$ cat src/rtl/rv32_defs.sv
// rtl/rv32_defs.sv - shared RV32 load funct3 codes and writeback state encodings
package rv32_defs;

  // Load funct3 codes, shared by decode and writeback
  localparam logic [2:0] F3_LB  = 3'b000;
  localparam logic [2:0] F3_LH  = 3'b001;
  localparam logic [2:0] F3_LW  = 3'b010;
  localparam logic [2:0] F3_LBU = 3'b100;
  localparam logic [2:0] F3_LHU = 3'b101;

  // Writeback stage states: accepting instructions, or parked on a load response
  typedef enum logic {
    WB_IDLE     = 1'b0,
    WB_WAIT_MEM = 1'b1
  } wb_state_e;

endpackage

$ cat src/rtl/load_align.sv
// rtl/load_align.sv - byte/half/word selection and extension of a loaded word
module load_align
  import rv32_defs::*;
(
  input  logic [2:0]  mem_op,
  input  logic [1:0]  addr,
  input  logic [31:0] word,
  output logic [31:0] data,
  output logic        err
);

  logic [31:0] shifted;
  logic [7:0]  byte_sel;
  logic [15:0] half_sel;

  // Move the addressed byte down to bit 0; the half is picked by addr[1]
  always_comb begin
    shifted  = word >> {addr, 3'b000};
    byte_sel = shifted[7:0];
    half_sel = addr[1] ? word[31:16] : word[15:0];
  end

  // Extend per funct3; misaligned halves/words and reserved codes flag err
  always_comb begin
    data = '0;
    err  = 1'b0;
    case (mem_op)
      F3_LB:  data = {{24{byte_sel[7]}}, byte_sel};
      F3_LBU: data = {24'h000000, byte_sel};
      F3_LH: begin
        data = {{16{half_sel[15]}}, half_sel};
        err  = addr[0];
      end
      F3_LHU: begin
        data = {16'h0000, half_sel};
        err  = addr[0];
      end
      F3_LW: begin
        data = word;
        err  = (addr != 2'b00);
      end
      default: err = 1'b1;
    endcase
  end

endmodule

$ cat src/rtl/wb_stage.sv
// rtl/wb_stage.sv - RV32 writeback stage with blocking load completion
module wb_stage
  import rv32_defs::*;
(
  input  logic        clk,
  input  logic        reset,
  input  logic        in_valid,
  output logic        in_ready,
  input  logic [4:0]  in_rd,
  input  logic [31:0] in_result,
  input  logic        in_is_load,
  input  logic [2:0]  in_mem_op,
  input  logic        in_wb_en,
  input  logic        dmem_rvalid,
  input  logic [31:0] dmem_rdata,
  output logic [4:0]  wb_rd,
  output logic [31:0] wb_data,
  output logic        wb_enable,
  output logic        load_err,
  output logic [31:0] retired
);

  wb_state_e   state_q, state_d;
  logic [4:0]  ld_rd_q;
  logic [2:0]  ld_op_q;
  logic [1:0]  ld_addr_q;
  logic        ld_wb_en_q;
  logic        capture;

  logic [4:0]  wb_rd_q, wb_rd_d;
  logic [31:0] wb_data_q, wb_data_d;
  logic        wb_enable_q, wb_enable_d;
  logic        load_err_q, load_err_d;
  logic [31:0] retired_q, retired_d;

  logic [31:0] ld_data;
  logic        ld_err;

  load_align u_load_align (
    .mem_op (ld_op_q),
    .addr   (ld_addr_q),
    .word   (dmem_rdata),
    .data   (ld_data),
    .err    (ld_err)
  );

  // Ready only when idle and out of reset
  always_comb begin
    in_ready = (state_q == WB_IDLE) && !reset;
  end

  // Next state and registered-output values for the coming edge
  always_comb begin
    state_d     = state_q;
    capture     = 1'b0;
    wb_rd_d     = wb_rd_q;
    wb_data_d   = wb_data_q;
    wb_enable_d = 1'b0;
    load_err_d  = 1'b0;
    retired_d   = retired_q;
    case (state_q)
      WB_IDLE: begin
        if (in_valid) begin
          if (in_is_load) begin
            capture = 1'b1;
            state_d = WB_WAIT_MEM;
          end else begin
            retired_d = retired_q + 32'd1;
            if (in_wb_en && (in_rd != 5'd0)) begin
              wb_enable_d = 1'b1;
              wb_rd_d     = in_rd;
              wb_data_d   = in_result;
            end
          end
        end
      end
      WB_WAIT_MEM: begin
        if (dmem_rvalid) begin
          state_d    = WB_IDLE;
          retired_d  = retired_q + 32'd1;
          load_err_d = ld_err;
          if (!ld_err && ld_wb_en_q && (ld_rd_q != 5'd0)) begin
            wb_enable_d = 1'b1;
            wb_rd_d     = ld_rd_q;
            wb_data_d   = ld_data;
          end
        end
      end
      default: state_d = WB_IDLE;
    endcase
  end

  // State, pending-load fields and registered outputs
  always_ff @(posedge clk) begin
    if (reset) begin
      state_q     <= WB_IDLE;
      ld_rd_q     <= '0;
      ld_op_q     <= '0;
      ld_addr_q   <= '0;
      ld_wb_en_q  <= 1'b0;
      wb_rd_q     <= '0;
      wb_data_q   <= '0;
      wb_enable_q <= 1'b0;
      load_err_q  <= 1'b0;
      retired_q   <= '0;
    end else begin
      state_q     <= state_d;
      wb_rd_q     <= wb_rd_d;
      wb_data_q   <= wb_data_d;
      wb_enable_q <= wb_enable_d;
      load_err_q  <= load_err_d;
      retired_q   <= retired_d;
      if (capture) begin
        ld_rd_q    <= in_rd;
        ld_op_q    <= in_mem_op;
        ld_addr_q  <= in_result[1:0];
        ld_wb_en_q <= in_wb_en;
      end
    end
  end

  assign wb_rd     = wb_rd_q;
  assign wb_data   = wb_data_q;
  assign wb_enable = wb_enable_q;
  assign load_err  = load_err_q;
  assign retired   = retired_q;

endmodule

$ cat config.mk
export PLATFORM = sky130hd
export DESIGN_NAME = wb_stage
export DESIGN_NICKNAME = d
export VERILOG_FILES = /design/src/rtl/rv32_defs.sv /design/src/rtl/load_align.sv /design/src/rtl/wb_stage.sv
export SDC_FILE = /design/constraint.sdc
export NUM_CORES = 1
export LEC_CHECK = 0
export CAP_MARGIN = 30
export CORE_ASPECT_RATIO = 1.25
export CORE_UTILIZATION = 50
export CTS_BUF_LIST = sky130_fd_sc_hd__clkbuf_4 sky130_fd_sc_hd__clkbuf_8
export DETAILED_ROUTE_END_ITERATION = 6
export PLACE_DENSITY = 0.93
export SYNTH_ARGS = -nofsm -noshare
export SYNTH_HDL_FRONTEND = slang
export SYNTH_SLANG_ARGS = --single-unit
$ cat constraint.sdc
create_clock -name clk -period 7.8 [get_ports clk]
set_clock_uncertainty 0.15 [all_clocks]
set_input_delay 1.17 -clock clk [delete_from_list [all_inputs] [get_ports clk]]
set_output_delay 1.17 -clock clk [all_outputs]
set_load 0.01 [all_outputs]
==> results of run 1 <==
worst max-delay path, stage by stage:
cell and delay [ps]:
buf_2 80, buf_4 610, nor2_1 70, clkdlybuf4s50_1 510
synth_stat cells, types with 2 or more instances:
| cell | n |
|---|---|
| buf_6 | 2 |
| nor3_1 | 40 |
| nand4_2 | 2 |
| nor4_1 | 12 |
| and3_1 | 2 |
| o221ai_1 | 7 |
| o31ai_1 | 7 |
| o21ai_1 | 3 |
| dfxtp_1 | 83 |
| a211oi_1 | 21 |
| a22oi_1 | 7 |
| inv_1 | 8 |
| nor2_1 | 79 |
| or3b_2 | 2 |
| mux2i_1 | 29 |
| nand2_1 | 38 |
| buf_1 | 4 |
| a2bb2oi_1 | 7 |
| clkinv_1 | 2 |
| xnor2_1 | 21 |
| a221oi_1 | 16 |
| or3_1 | 7 |
| nor3b_1 | 3 |
| nand3_1 | 10 |
| o21ai_0 | 7 |
| and4_1 | 2 |
| nor2b_1 | 4 |
| clkbuf_1 | 34 |
| a21oi_1 | 28 |
| mux2_2 | 2 |
| or4_4 | 2 |
final cells by class:
cell class                 instances  share of cell area, %
clock inverter                     4                  0.427
inverter                          10                  0.640
sequential                        83                   28.3
clock buffer                      12                   2.71
timing repair buffer             156                   26.5
multi-input combinational        374                   39.4
tap                               95                   2.03
layer usage:
layer,vias to the layer above,global-route usage [%]
met1,2064,32.0
li1,2107,-
met3,31,8.73
met5,-,0
met4,0,14.5
met2,220,50.1
power by group through the flow:
stage	Clock (mW)	Combinational [mW]	Sequential, mW
finish	0.291	0.178	0.456
global route	0.317	0.191	0.459
CTS	0.296	0.177	0.456
detailed placement	0	0.176	0.466
global placement	0	0.171	0.465
floorplan	0	0.0820	0.465
layout by cell type (no fill, tap or decap), drive strengths merged, types with 2 or more instances in the layout:
cell type,Yosys,routed
a22oi,7,7
or3,8,8
o21ba,2,2
nor2b,4,4
nor4,12,12
or3b,2,2
clkdlybuf4s50,0,148
clkbuf,34,12
nor3,40,40
nor3b,3,3
o221ai,7,7
clkinv,2,4
nand3,10,10
and3,2,2
buf,6,8
a2bb2oi,7,7
a221oi,16,16
nand4,3,3
clkinvlp,0,2
mux2i,29,29
xnor2,21,21
nand2,38,38
and4,3,3
a211oi,21,21
inv,8,8
mux2,2,2
o21ai,10,10
or4,2,2
dfxtp,83,83
o31ai,7,7
a21oi,28,28
nor2,79,79
worst paths after layout:
check / start / to / depth (start not counted)
min reg2reg: wb_rd[1] / wb_rd[1] / 2
min: wb_rd[1] / wb_rd[1] / 2
max reg2reg: ld_addr_q[1] / wb_data[21] / 5
max: reset / in_ready / 4
per-stage QoR:
| stage | utilization (%) | area, um^2 | hold WS, ps | cells | power [mW] |
|---|---|---|---|---|---|
| floorplan | - | 4170 | 313 | 507 | 0.547 |
| global placement | 71.2 | 5650 | 327 | 715 | 0.636 |
| detailed placement | 71.7 | 5680 | 330 | 718 | 0.642 |
| CTS | 74.0 | 5870 | 348 | 734 | 0.929 |
| global route | 74.0 | 5870 | 366 | 734 | 0.967 |
| finish | 74.0 | 5870 | 351 | 734 | 0.926 |
kinds of logic after synthesis:
group                    count (synthesis)
multiplexers                            31
XOR/XNOR                                22
AND/OR/NAND/NOR                        208
adder cells (fa/ha/maj)                  1
AO/OA/AOI/OAI                          112
buffers and inverters                   50
flip-flops                              83
registers in the layout, indices dropped and copies added, names as in the netlist:
| register | cells |
|---|---|
| state_q | 1 |
| wb_data | 32 |
| retired | 32 |
| ld_op_q | 3 |
| ld_wb_en_q | 1 |
| wb_rd | 5 |
| load_err | 1 |
| wb_enable | 1 |
| ld_rd_q | 5 |
| ld_addr_q | 2 |
==> out/qor.csv, run 1 <==
stage,metric,value,unit
clocking,postcts setup bufs,0,
route,routed wire length,12500,um
timing,Fin. Hold Viols,0,
route,DRC viols,0,
global_route,antenna violations before repair,0,
final_layout,ANT cells,0,
synth,compound-cell area share of the yosys netlist,19.1,%
floorplan,Die ar.,0.00870,mm^2
placement,Port-buffer cells,149,
setup_path,Worst R2R Setup Slack,4590,ps
synth,Synthesized Nets,586,
synth,sequential share of the synthesized area,39.9,%
global_route,number of global-route vias before repair,4323,
setup_path,"critical path fanouts, max",84,
timing,Pins Over Slew Limit,0,
power,Sw Ratio,27.6,%
power,Seq pwr share,49.3,%
final_layout,Reg area,0.00166,mm^2
setup_path,Setup CP Type,primary input to output port,
route,routed len/inst,17.0,um
floorplan,die width,83.6,um
final_layout,Final nets,713,
synth,"area leader, netlist",dfxtp_1,
timing,relative slew slack,21.7,%
setup_path,CP Capture Type,output port,
clocking,Clock Path Buffers,2,
timing,final worst slack,3960,ps
status,status,"finished, final reports clean",
synth,Synth Area in Adders,0.300,%
floorplan,Initial Util,52.6,%
final_layout,fillers,586,
global_route,first-pass GRT wire length,20600,um
synth,"FF+latch count, synth",83,
floorplan,IO Count,150,
run,MaxCap Viol Count,0,
power,maximum vdd drop,0.000101,V
route,metal3 WL,1190,um
timing,Fmax achieved,260,MHz
clocking,H-tree Lvls,3,
global_route,gr usage total,29.0,%
timing,final period utilization,49.3,%
clocking,TritonCTS clock tree,yes,
power,Switching Power,0.256,mW
route,TritonRoute pass-1 iters,5,
synth,synthesized area per cell,8.22,um^2
synth,number of flops mapped to enable cells by yosys,0,
timing,clock period minus final worst setup slack,3840,ps
placement,Post-Place Worst Slack,3800,ps
final_layout,area occupied by multi-input gates,0.00231,mm^2
synth,simple logic cell fraction of the synthesized area,23.7,%
synth,Synth warnings,0,
clocking,Clock transition at path regs,80,ps
synth,Synth Cell Area,0.00417,mm^2
synth,distinct cell type count after synthesis,47,
setup_path,startpoint types,primary input,
synth,"Top FF cell, synth",dfxtp_1,
clocking,root buffer cell,clkbuf_8,
synth,mux share of post-synthesis cell area,7.51,%
timing,worst-margin pin slew,1170,ps
power,internal power,0.670,mW
floorplan,Die H,104,um
min_path,Worst Hold Class,register to register,
final_layout,fraction of layout cells with a size suffix above 1,5.79,%
synth,Mapped Cells,507,
setup_path,Worst EP required,6480,ps
route,max layer used,met4,
clocking,Worst-Skew Late Latency,350,ps
clocking,clk sinks,83,
synth,Async SR Flop Fraction,0,%
clocking,CTS resizes,0,
route,DRT iter0 DRCs,250,
route,post-DR vias/cell,6.02,
global_route,largest net degree at the start of global routing,85,
global_route,global route overflow,0,
route,DRT antenna net count,0,
floorplan,CORE AREA,0.00793,mm^2
clocking,cts bufs inserted,9,
timing,Final TNS setup,0,ps
synth,main combinational cell family by area after synthesis,simple AND/OR/NAND/NOR gates,
route,DRT met1 WL,4730,um
synth,Synth Area in XOR/XNOR,4.62,%
route,DR WL met2,6030,um
synth,area share of the largest cell type after synthesis,39.9,%
final_layout,Area growth syn-to-layout,40.8,%
synth,dominant cells by area after synthesis,"dfxtp_1 40%, nor2_1 7.1%, mux2i_1 7.0%",
route,via count,4422,
placement,GPL Wtd Cong,0.909,
clocking,post-cts hold buffer count,0,
floorplan,row count,36,
timing,"Setup violations, final",0,
setup_path,critical path arrival,2520,ps
power,Clk network pwr share,31.5,%
power,Comb pwr share,19.2,%
timing,RSZ-0062 raised after global routing,false,
placement,placed wire-length estimate,9080,um
power,pwr dens,158,mW/mm^2
power,leakage,1.99,nW
No activity file was read; power rests on OpenSTA's default activity.
==> run 2, diff against run 1 <==
CORE_UTILIZATION = 46   (was 50)
PLACE_DENSITY = 0.87   (was 0.93)
clock period = 3.8 ns   (was 7.8 ns; I/O delays follow)
==> run 2 against run 1 <==
Against the previous run:
- worst hold slack lost 5.7 ps
- critical path depth rose by 2
- utilization is 6.1 points lower
==> out/qor.csv, run 2 (same netlist as run 1, synthesis figures left out) <==
stage,metric,value,unit,change
min_path,Worst Hold Path EP,wb_data[7],,
route,TritonRoute pass-1 iters,5,,unchanged
floorplan,CORE AREA,0.00875,mm^2,+10%
clocking,Worst-Skew Late Latency,350,ps,about the same
placement,Port-buffer cells,149,,unchanged
setup_path,Worst R2R Setup Slack,1110,ps,-3480 ps
setup_path,RR Startpoint,ld_addr_q[1],,
route,routed len/inst,16.5,um,-2.9%
floorplan,die width,87.1,um,+4.2%
clocking,Clock Path Buffers,2,,unchanged
final_layout,area occupied by multi-input gates,0.00231,mm^2,unchanged
setup_path,critical path arrival,2890,ps,+370 ps
status,status,"finished, final reports clean",,
setup_path,r2r endpoint,wb_data[13],,
power,maximum vdd drop,0.000187,V,+86%
floorplan,Die H,108,um,+4.2%
route,DRT iter0 DRCs,202,,-19%
final_layout,fraction of layout cells with a size suffix above 1,6.23,%,+0.44 points
route,DRT antenna net count,0,,unchanged
global_route,largest net degree at the start of global routing,84,,-1.2%
clocking,CTS resizes,0,,unchanged
min_path,Worst Hold Depth,2,,unchanged
floorplan,Initial Util,47.6,%,-4.9 points
timing,Final TNS setup,0,ps,unchanged
placement,GPL Wtd Cong,0.952,,+4.8%
clocking,postcts setup bufs,0,,unchanged
final_layout,fillers,732,,+25%
clocking,clk sinks,83,,unchanged
floorplan,IO Count,150,,unchanged
timing,final period utilization,72.7,%,
run,MaxCap Viol Count,0,,unchanged
clocking,root buffer cell,clkbuf_8,,
floorplan,Die ar.,0.00944,mm^2,+8.5%
timing,Fmax achieved,362,MHz,
min_path,Hold Path Origin,wb_data[7],,
timing,worst-margin pin slew,865,ps,-309 ps
min_path,Worst Hold Class,register to register,,
route,via count,4428,,+0.14%
global_route,first-pass GRT wire length,19800,um,-3.8%
final_layout,most frequent cells in the layout,"148 x clkdlybuf4s50_1, 83 x dfxtp_1, 79 x nor2_1",,
final_layout,Reg area,0.00166,mm^2,unchanged
power,leakage,2.01,nW,+0.95%
clocking,H-tree Lvls,3,,unchanged
setup_path,Worst EP required,3930,ps,-2550 ps
final_layout,Area growth syn-to-layout,42.6,%,
floorplan,row count,38,,+5.6%
final_layout,Final nets,716,,+0.42%
timing,RSZ-0062 raised after global routing,false,,
global_route,gr usage total,27.1,%,-1.9 points
clocking,cts bufs inserted,9,,unchanged
clocking,Clock transition at path regs,80,ps,about the same
clocking,TritonCTS clock tree,yes,,
setup_path,Setup CP Type,primary input to register,,
timing,Pins Over Slew Limit,0,,unchanged
timing,relative slew slack,42.3,%,+21 points
setup_path,"critical path fanouts, max",12,,-86%
clocking,post-cts hold buffer count,0,,unchanged
setup_path,CP Capture Type,register,,
timing,"Setup violations, final",0,,unchanged
route,post-DR vias/cell,5.81,,-3.5%
setup_path,R2R depth,6,,+1
global_route,number of global-route vias before repair,4105,,-5.0%
placement,placed wire-length estimate,9180,um,+1.0%
power,pwr dens,336,mW/mm^2,+110%
timing,Fin. Hold Viols,0,,unchanged
setup_path,startpoint types,primary input,,
global_route,global route overflow,0,,unchanged
global_route,antenna violations before repair,0,,unchanged
timing,clock period minus final worst setup slack,2760,ps,
timing,Min Hold Slack,345,ps,-5.67 ps
final_layout,ANT cells,0,,unchanged
final_layout,"leading cell type in the layout, fill and taps excluded",clkdlybuf4s50_1,,
route,routed wire length,12600,um,+0.82%
route,DRC viols,0,,unchanged
## run 2: cell types whose count changed in the layout (fill, tap and decap cells not counted), sizes merged
cell,delta
clkinvlp,+1
clkbuf,-3
buf,+3
bufinv,+2
## run 2: power by group
part           internal, mW  total, mW  switching (mW)
clock network         0.367      0.691           0.324
logic                 0.195      0.370           0.175
registers             0.904      0.933          0.0296
total                  1.47       1.99           0.529
## run 2: how the worst max path moves through the flow
stage	start	endpoint	slack (ps)	cells after the start
CTS	in_valid	retired[28]	1070	6
floorplan	retired[13]	retired[28]	1230	7
global placement	in_rd[4]	wb_data[24]	810	7
detailed placement	in_rd[2]	wb_data[28]	710	7
finish	in_valid	retired[28]	1040	6
global route	in_valid	retired[30]	870	6
## run 2: layer usage
layer | global-route usage (%) | routed length (um) | up-vias | share of wire, %
li1 | - | - | 2107 | -
met1 | 30.5 | 4730 | 2046 | 38
met2 | 45.9 | 6080 | 244 | 48
met3 | 8.47 | 1270 | 31 | 10
met4 | 13.7 | 481 | 0 | 3.8
met5 | 0 | 0 | - | 0
## run 2: final cells by class
class                   instances  share of cell area (%)
inverters                      10                   0.632
repair buffers                159                    26.3
clock buffers                   9                    2.09
flip-flops and latches         83                    28.0
multi-input cells             374                    38.9
well taps                     120                    2.53
clock inverters                 7                    1.56
## run 2: stage by stage
stage	cell area, um^2	cells	power, mW	util, %	worst slack (ps)
finish	5940	762	1.99	67.9	1040
global route	5940	762	2.09	67.9	871
CTS	5940	762	2.01	67.9	1070
detailed placement	5720	746	1.32	65.4	708
global placement	5720	745	1.31	65.3	806
floorplan	4170	507	1.12	-	1230
## run 2: critical path, stage by stage
cell and delay [ps]:
clkdlybuf4s50_1 500, nor3b_1 350, o211ai_1 370, or4_4 590, or3_1 370, a21oi_1 140
